[config.mk]
export PLATFORM = sky130hd
export DESIGN_NAME = nl_act_scheduler
export DESIGN_NICKNAME = d
export VERILOG_FILES = /design/src/rtl/nl_act_scheduler_pkg.sv /design/src/rtl/nl_act_scheduler_job_fifo.sv /design/src/rtl/nl_act_scheduler.sv
export SDC_FILE = /design/constraint.sdc
export NUM_CORES = 1
export LEC_CHECK = 0
export BUFFER_PORTS_ARGS = -buffer_cell sky130_fd_sc_hd__buf_2
export CAP_MARGIN = 20
export CELL_PAD_IN_SITES_DETAIL_PLACEMENT = 1
export CELL_PAD_IN_SITES_GLOBAL_PLACEMENT = 1
export CORE_ASPECT_RATIO = 1.75
export CORE_UTILIZATION = 35
export DETAILED_ROUTE_END_ITERATION = 16
export GPL_TIMING_DRIVEN = 1
export PLACE_DENSITY = 0.68
export SYNTH_ARGS = -nofsm -noshare
export SYNTH_HDL_FRONTEND = slang
export SYNTH_HIERARCHICAL = 1
export SYNTH_SLANG_ARGS = --single-unit
[constraint.sdc]
create_clock -name clk -period 6.9 [get_ports clk]
set_input_delay 1.38 -clock clk [delete_from_list [all_inputs] [get_ports clk]]
set_output_delay 1.38 -clock clk [all_outputs]
set_load 0.01 [all_outputs]
[src/rtl/nl_act_scheduler_pkg.sv]
// Shared widths, function codes, job record and FSM encoding for the
// nonlinear activation scheduler.
package nl_act_scheduler_pkg;

  localparam int LUT_ADDR                           = 6;
  localparam int LUT_DATA_WIDTH                     = 16;
  localparam int NUMBER_OF_NONLINEAR_FUNCTIONS_BITS = 3;
  localparam int NL_FUNC_BITS                       = NUMBER_OF_NONLINEAR_FUNCTIONS_BITS;
  localparam int NL_LUT_WORDS                       = 58;
  localparam int JOB_FIFO_DEPTH                     = 4;

  localparam logic [NL_FUNC_BITS-1:0] NL_RELU    = 3'd0;
  localparam logic [NL_FUNC_BITS-1:0] NL_SIGMOID = 3'd3;
  localparam logic [NL_FUNC_BITS-1:0] NL_TANH    = 3'd4;

  typedef struct packed {
    logic [NL_FUNC_BITS-1:0] func;
    logic [31:0]             cycles;
    logic [7:0]              shift;
    logic                    lut_reload;
  } nl_job_t;

  typedef enum logic [2:0] {
    ST_IDLE,
    ST_POP,
    ST_CHECK,
    ST_LUT_LOAD,
    ST_LUT_DRAIN,
    ST_RUN,
    ST_DONE,
    ST_ERR
  } nl_state_e;

  function automatic logic nl_func_supported(input logic [NL_FUNC_BITS-1:0] f);
    return (f == NL_RELU) || (f == NL_SIGMOID) || (f == NL_TANH);
  endfunction

  // Only the piecewise-linear functions read the coefficient table.
  function automatic logic nl_func_needs_lut(input logic [NL_FUNC_BITS-1:0] f);
    return (f == NL_SIGMOID) || (f == NL_TANH);
  endfunction

endpackage

[src/rtl/nl_act_scheduler_job_fifo.sv]
// Synchronous FIFO of activation jobs; occupancy is registered so full/empty
// carry no combinational path from the push side.
module nl_job_fifo
  import nl_act_scheduler_pkg::*;
#(
  parameter int DEPTH = JOB_FIFO_DEPTH
) (
  input  logic    clk,
  input  logic    reset,
  input  logic    push,
  input  nl_job_t push_data,
  input  logic    pop,
  output nl_job_t head,
  output logic    full,
  output logic    empty
);

  localparam int PW = (DEPTH > 1) ? $clog2(DEPTH) : 1;
  localparam int CW = $clog2(DEPTH + 1);

  nl_job_t       mem_q [DEPTH];
  nl_job_t       mem_d [DEPTH];
  logic [PW-1:0] wr_ptr_q, wr_ptr_d;
  logic [PW-1:0] rd_ptr_q, rd_ptr_d;
  logic [CW-1:0] count_q, count_d;
  logic          do_push, do_pop;

  assign full    = (count_q == CW'(DEPTH));
  assign empty   = (count_q == '0);
  assign do_push = push && !full;
  assign do_pop  = pop && !empty;
  assign head    = mem_q[rd_ptr_q];

  always_comb begin
    mem_d    = mem_q;
    wr_ptr_d = wr_ptr_q;
    rd_ptr_d = rd_ptr_q;
    if (do_push) begin
      mem_d[wr_ptr_q] = push_data;
      wr_ptr_d        = wr_ptr_q + 1'b1;
    end
    if (do_pop) begin
      rd_ptr_d = rd_ptr_q + 1'b1;
    end
    count_d = count_q + CW'(do_push) - CW'(do_pop);
  end

  always_ff @(posedge clk or negedge reset) begin
    if (!reset) begin
      for (int i = 0; i < DEPTH; i++) begin
        mem_q[i] <= '0;
      end
      wr_ptr_q <= '0;
      rd_ptr_q <= '0;
      count_q  <= '0;
    end else begin
      mem_q    <= mem_d;
      wr_ptr_q <= wr_ptr_d;
      rd_ptr_q <= rd_ptr_d;
      count_q  <= count_d;
    end
  end

endmodule

[src/rtl/nl_act_scheduler.sv]
// Job sequencer for the nonlinear activation unit: queues jobs, reloads the
// coefficient LUT when needed, runs the unit and reports done/error per job.
//
// state        | meaning
// -------------+----------------------------------------------------------
// ST_IDLE      | nothing to do, waiting for a queued job
// ST_POP       | latch FIFO head into the config registers
// ST_CHECK     | decide between error, LUT reload or direct run
// ST_LUT_LOAD  | issue config-memory reads k = 0..LUT_WORDS-1
// ST_LUT_DRAIN | last LUT write lands, table marked valid
// ST_RUN       | unit enabled, waiting for finished_activation
// ST_DONE      | job_done pulse
// ST_ERR       | job_error pulse for an unsupported function code
module nl_act_scheduler
  import nl_act_scheduler_pkg::*;
#(
  parameter int LUT_WORDS  = NL_LUT_WORDS,
  parameter int FIFO_DEPTH = JOB_FIFO_DEPTH
) (
  input  logic                      clk,
  input  logic                      reset,
  input  logic                      job_valid,
  output logic                      job_ready,
  input  logic [NL_FUNC_BITS-1:0]   job_type,
  input  logic [31:0]               job_cycles,
  input  logic [7:0]                job_shift,
  input  logic                      job_lut_reload,
  output logic                      lut_src_rd_en,
  output logic [LUT_ADDR-1:0]       lut_src_rd_addr,
  input  logic [LUT_DATA_WIDTH-1:0] lut_src_rd_data,
  output logic                      wr_en_ext_lut,
  output logic [LUT_ADDR-1:0]       wr_addr_ext_lut,
  output logic [LUT_DATA_WIDTH-1:0] wr_data_ext_lut,
  output logic                      enable_nonlinear_block,
  output logic [NL_FUNC_BITS-1:0]   type_nonlinear_function,
  output logic [31:0]               NUMBER_OF_ACTIVATION_CYCLES,
  output logic [7:0]                SHIFT_FIXED_POINT,
  input  logic                      finished_activation,
  output logic                      busy,
  output logic                      job_done,
  output logic                      job_error
);

  localparam logic [LUT_ADDR-1:0] LAST_ADDR = LUT_ADDR'(LUT_WORDS - 1);

  nl_state_e           state_q, state_d;
  nl_job_t             cfg_q, cfg_d;
  logic                lut_valid_q, lut_valid_d;
  logic                rd_en_q, rd_en_d;
  logic [LUT_ADDR-1:0] rd_addr_q, rd_addr_d;
  logic                wr_en_q, wr_en_d;
  logic [LUT_ADDR-1:0] wr_addr_q, wr_addr_d;
  logic                enable_q, enable_d;
  logic                done_q, done_d;
  logic                error_q, error_d;
  logic                run_first_q, run_first_d;
  logic                rst_done_q;

  nl_job_t fifo_push_data;
  nl_job_t fifo_head;
  logic    fifo_push, fifo_pop, fifo_full, fifo_empty;

  // Holding ready low until the first edge after reset keeps every output at 0 in reset.
  assign job_ready = rst_done_q && !fifo_full;
  assign fifo_push = job_valid && job_ready;
  assign fifo_push_data = '{func: job_type, cycles: job_cycles,
                            shift: job_shift, lut_reload: job_lut_reload};

  nl_job_fifo #(
    .DEPTH(FIFO_DEPTH)
  ) u_job_fifo (
    .clk      (clk),
    .reset    (reset),
    .push     (fifo_push),
    .push_data(fifo_push_data),
    .pop      (fifo_pop),
    .head     (fifo_head),
    .full     (fifo_full),
    .empty    (fifo_empty)
  );

  always_comb begin
    state_d     = state_q;
    cfg_d       = cfg_q;
    lut_valid_d = lut_valid_q;
    rd_en_d     = 1'b0;
    rd_addr_d   = '0;
    wr_en_d     = rd_en_q;
    wr_addr_d   = rd_addr_q;
    enable_d    = enable_q;
    done_d      = 1'b0;
    error_d     = 1'b0;
    run_first_d = 1'b0;
    fifo_pop    = 1'b0;

    case (state_q)
      ST_IDLE: begin
        if (!fifo_empty) state_d = ST_POP;
      end
      ST_POP: begin
        fifo_pop = 1'b1;
        cfg_d    = fifo_head;
        state_d  = ST_CHECK;
      end
      ST_CHECK: begin
        if (!nl_func_supported(cfg_q.func)) begin
          state_d = ST_ERR;
          error_d = 1'b1;
        end else if (nl_func_needs_lut(cfg_q.func) && (cfg_q.lut_reload || !lut_valid_q)) begin
          state_d   = ST_LUT_LOAD;
          rd_en_d   = 1'b1;
          rd_addr_d = '0;
        end else begin
          state_d     = ST_RUN;
          enable_d    = 1'b1;
          run_first_d = 1'b1;
        end
      end
      ST_LUT_LOAD: begin
        if (rd_addr_q == LAST_ADDR) begin
          state_d = ST_LUT_DRAIN;
        end else begin
          rd_en_d   = 1'b1;
          rd_addr_d = rd_addr_q + 1'b1;
        end
      end
      ST_LUT_DRAIN: begin
        lut_valid_d = 1'b1;
        state_d     = ST_RUN;
        enable_d    = 1'b1;
        run_first_d = 1'b1;
      end
      ST_RUN: begin
        // finished_activation may still be high from the previous job on the first cycle.
        if (!run_first_q && finished_activation) begin
          state_d  = ST_DONE;
          enable_d = 1'b0;
          done_d   = 1'b1;
        end
      end
      ST_DONE, ST_ERR: begin
        state_d = fifo_empty ? ST_IDLE : ST_POP;
      end
      default: begin
        state_d = ST_IDLE;
      end
    endcase
  end

  always_ff @(posedge clk or negedge reset) begin
    if (!reset) begin
      state_q     <= ST_IDLE;
      cfg_q       <= '0;
      lut_valid_q <= 1'b0;
      rd_en_q     <= 1'b0;
      rd_addr_q   <= '0;
      wr_en_q     <= 1'b0;
      wr_addr_q   <= '0;
      enable_q    <= 1'b0;
      done_q      <= 1'b0;
      error_q     <= 1'b0;
      run_first_q <= 1'b0;
      rst_done_q  <= 1'b0;
    end else begin
      state_q     <= state_d;
      cfg_q       <= cfg_d;
      lut_valid_q <= lut_valid_d;
      rd_en_q     <= rd_en_d;
      rd_addr_q   <= rd_addr_d;
      wr_en_q     <= wr_en_d;
      wr_addr_q   <= wr_addr_d;
      enable_q    <= enable_d;
      done_q      <= done_d;
      error_q     <= error_d;
      run_first_q <= run_first_d;
      rst_done_q  <= 1'b1;
    end
  end

  assign lut_src_rd_en               = rd_en_q;
  assign lut_src_rd_addr             = rd_addr_q;
  assign wr_en_ext_lut               = wr_en_q;
  assign wr_addr_ext_lut             = wr_addr_q;
  // Read data arrives one cycle after the read, i.e. in the write cycle itself.
  assign wr_data_ext_lut             = wr_en_q ? lut_src_rd_data : '0;
  assign enable_nonlinear_block      = enable_q;
  assign type_nonlinear_function     = cfg_q.func;
  assign NUMBER_OF_ACTIVATION_CYCLES = cfg_q.cycles;
  assign SHIFT_FIXED_POINT           = cfg_q.shift;
  assign busy                        = (state_q != ST_IDLE) || !fifo_empty;
  assign job_done                    = done_q;
  assign job_error                   = error_q;

endmodule
==> run metrics <==
Slew Limit Fails=0; drt first-iter violations=774; Fmax=236 MHz; vias in the first global route=12300; first-pass GRT wire length=70100 microns; R2R Setup Slk=3.36 ns; TritonRoute pass-1 iters=5; post-synthesis mux area share=0.0945; Top delay family on crit path=buffers and inverters; Final HPWL DP=22700 microns; Core Region=44300 sq um; Clock Skews=0.0221 ns; Ys Warns=6; Startpoint Class=register; Worst Path Arrival=2.85 ns; FP Rows=102; Post-CTS Setup Inserts=0; VDD IR-drop max=0.283 mV; vias per cell=5.93; Crit Path Class=register to primary output; largest family of logic cells by synthesized area=compound AO/OA/AOI/OAI gates; RSZ-0062 raised after global routing=false; R2R cell count=10; Critical Path Sink Type=primary output; Starting Density=0.355; Max clock buf depth=3; CTS clock-pin slew for the worst setup and hold paths=0.07 ns; Yosys reg bits=250; Max Cap Viol=0; nets=1400; Max-slew headroom=0.295; Pleak=6.09 nW; Hold Path Class=register to register; Post-CTS Resized=0; share of layout cells above drive strength 1=0.370; total global routing overflow=0; Finished Layout Cells=1920; most frequent cells in the layout=dfrtp_1 (245), nand3_1 (181), nand4bb_1 (178), a21bo_2 (176), o211ai_1 (159); number of hold buffers added after CTS=0; # clock sinks=250; Worst Path Buf+Inv=2; Post-Synth XOR/XNOR Area=0.00390; Ports=142; critical path required time=5.52 ns; crit path max-delay cell type=dfrtp_4; # port buffers=141; fill count=4784; Post-synth ARST share=1.00; Final period util=0.613; worst path cell trace=buf_4 > nor3_1 > nand3_1 > buf_2; Placed Cells=1870; CP max stage delay=0.93 ns; post-detailed-route count of antenna-violating nets=0; Crit path depth=4; pwr dens=482 nW/um^2; routed len/inst=22.3 microns; sequential share of the synthesized area=0.398; htree depth=1; EDFF count, synth=0; Synth Area in Simple Gates=0.204; Least-Margin Pin Slew=1.06 ns; post-synthesis compound-gate area fraction=0.214; root buf cell=clkbuf_16; worst skew pair latency=0.57 ns; total CTS buffers=26; distinct cell type count after synthesis=44; total track usage=0.189; TNS Setup=0 ns; final hold vios=0; final core occ=0.384; endpoints failing setup=0; Area growth, synth to finish=8.19%; CTS tree=done; synthesized-area fraction occupied by adder cells=0.00764; Placer Congestion=0.713; drt total wl=42800 microns; top_reg_cell synth=dfrtp_1; Tmin final=4.23 ns; syn_area_per_cell=11.5 sq um; pin count of the biggest net entering global routing=203; die height=282 microns; initial antenna violation count=4; worst setup margin=2.67 ns; routed via count=11400; crit-path max FO=104; hold depth=0; Setup WS pre-CTS=3.18 ns; die width=162 microns; commonest non-fill, non-tap cell in the layout=dfrtp_1; Post-route DRC=0; Post-Synthesis Cells=1363; cell area after synthesis=15700 sq um; syn nets=1436; full die area=45800 sq um; status=finished, final reports clean
## path summary, 6_finish.rpt
kind | start | endpoint
max | u_job_fifo/count_q[1] | busy
max in group asynchronous | reset | u_job_fifo/count_q[2]
max reg2reg | u_job_fifo/count_q[1] | u_job_fifo/count_q[2]
min | lut_src_rd_en | wr_en_ext_lut
min in group asynchronous | reset | NUMBER_OF_ACTIVATION_CYCLES[12]
min reg2reg | lut_src_rd_en | wr_en_ext_lut
## power by group
group	switching (mW)	internal, mW	leakage (nW)
sequential	0.629	2.09	2.68
combinational	2.01	2.07	2.99
clock	0.638	0.771	0.415
total	3.28	4.93	6.09
## flip-flops by register name, indices dropped and copies added (netlist names)
signal / cells
SHIFT_FIXED_POINT: 8
state_q: 3
lut_src_rd_en: 1
lut_src_rd_addr: 6
u_job_fifo/wr_ptr_q: 2
job_done: 1
u_job_fifo/rd_ptr_q: 2
u_job_fifo/count_q: 3
cfg_q: 1
wr_addr_ext_lut: 6
enable_nonlinear_block: 1
NUMBER_OF_ACTIVATION_CYCLES: 32
rst_done_q: 1
type_nonlinear_function: 3
u_job_fifo/mem_q: 176
wr_en_ext_lut: 1
run_first_q: 1
lut_valid_q: 1
job_error: 1
## area by class of cell
| cell class | count | area, sq um | area share |
|---|---|---|---|
| diodes | 1 | 2.50 | 0.000147 |
| clock buffers | 38 | 767 | 0.0451 |
| clock inverters | 10 | 53.8 | 0.00316 |
| inverters | 8 | 30.0 | 0.00176 |
| multi-input cells | 884 | 8290 | 0.487 |
| flip-flops and latches | 250 | 6270 | 0.369 |
| well taps | 572 | 716 | 0.0421 |
| repair buffers | 157 | 886 | 0.0521 |
## kinds of logic after synthesis
kind of cell / count (synthesis)
AO/OA/AOI/OAI: 372
AND/OR/NAND/NOR: 407
buffers and inverters: 229
XOR/XNOR: 7
other: 1
flip-flops: 250
adder cells (fa/ha/maj): 9
multiplexers: 88
## synth_stat cells, types with 4 or more instances
master	instances	area, sq um
a21bo_2	176	1760
and2_1	17	106
buf_2	47	235
buf_4	56	420
buf_6	15	169
clkbuf_1	103	387
dfrtp_1	250	6260
ha_1	8	100
inv_1	8	30.0
mux2_2	42	473
mux4_2	44	991
nand2b_1	7	43.8
nand3_1	181	906
nand4bb_1	178	2000
nor2_1	8	30.0
o211ai_1	159	1190
o211ai_2	20	250
xor2_1	4	35.0
## per-stage QoR
stage               hold WS [ns]  power, mW  cell area, sq um
finish                     0.381       8.21             17000
global route               0.385       8.77             17000
CTS                        0.382       8.30             17000
detailed placement         0.361       6.86             16200
global placement           0.357       6.70             16200
floorplan                  0.416       5.93             15700
## layer usage
layer / share of wire / GRT usage / vias up
met3: 0.032 / 0.0224 / 56
met4: 0.027 / 0.0627 / 6
met1: 0.43 / 0.235 / 5976
met5: 0.00096 / 0 / -
li1: - / - / 5151
met2: 0.51 / 0.338 / 196
(Power assumes the default switching activity.)
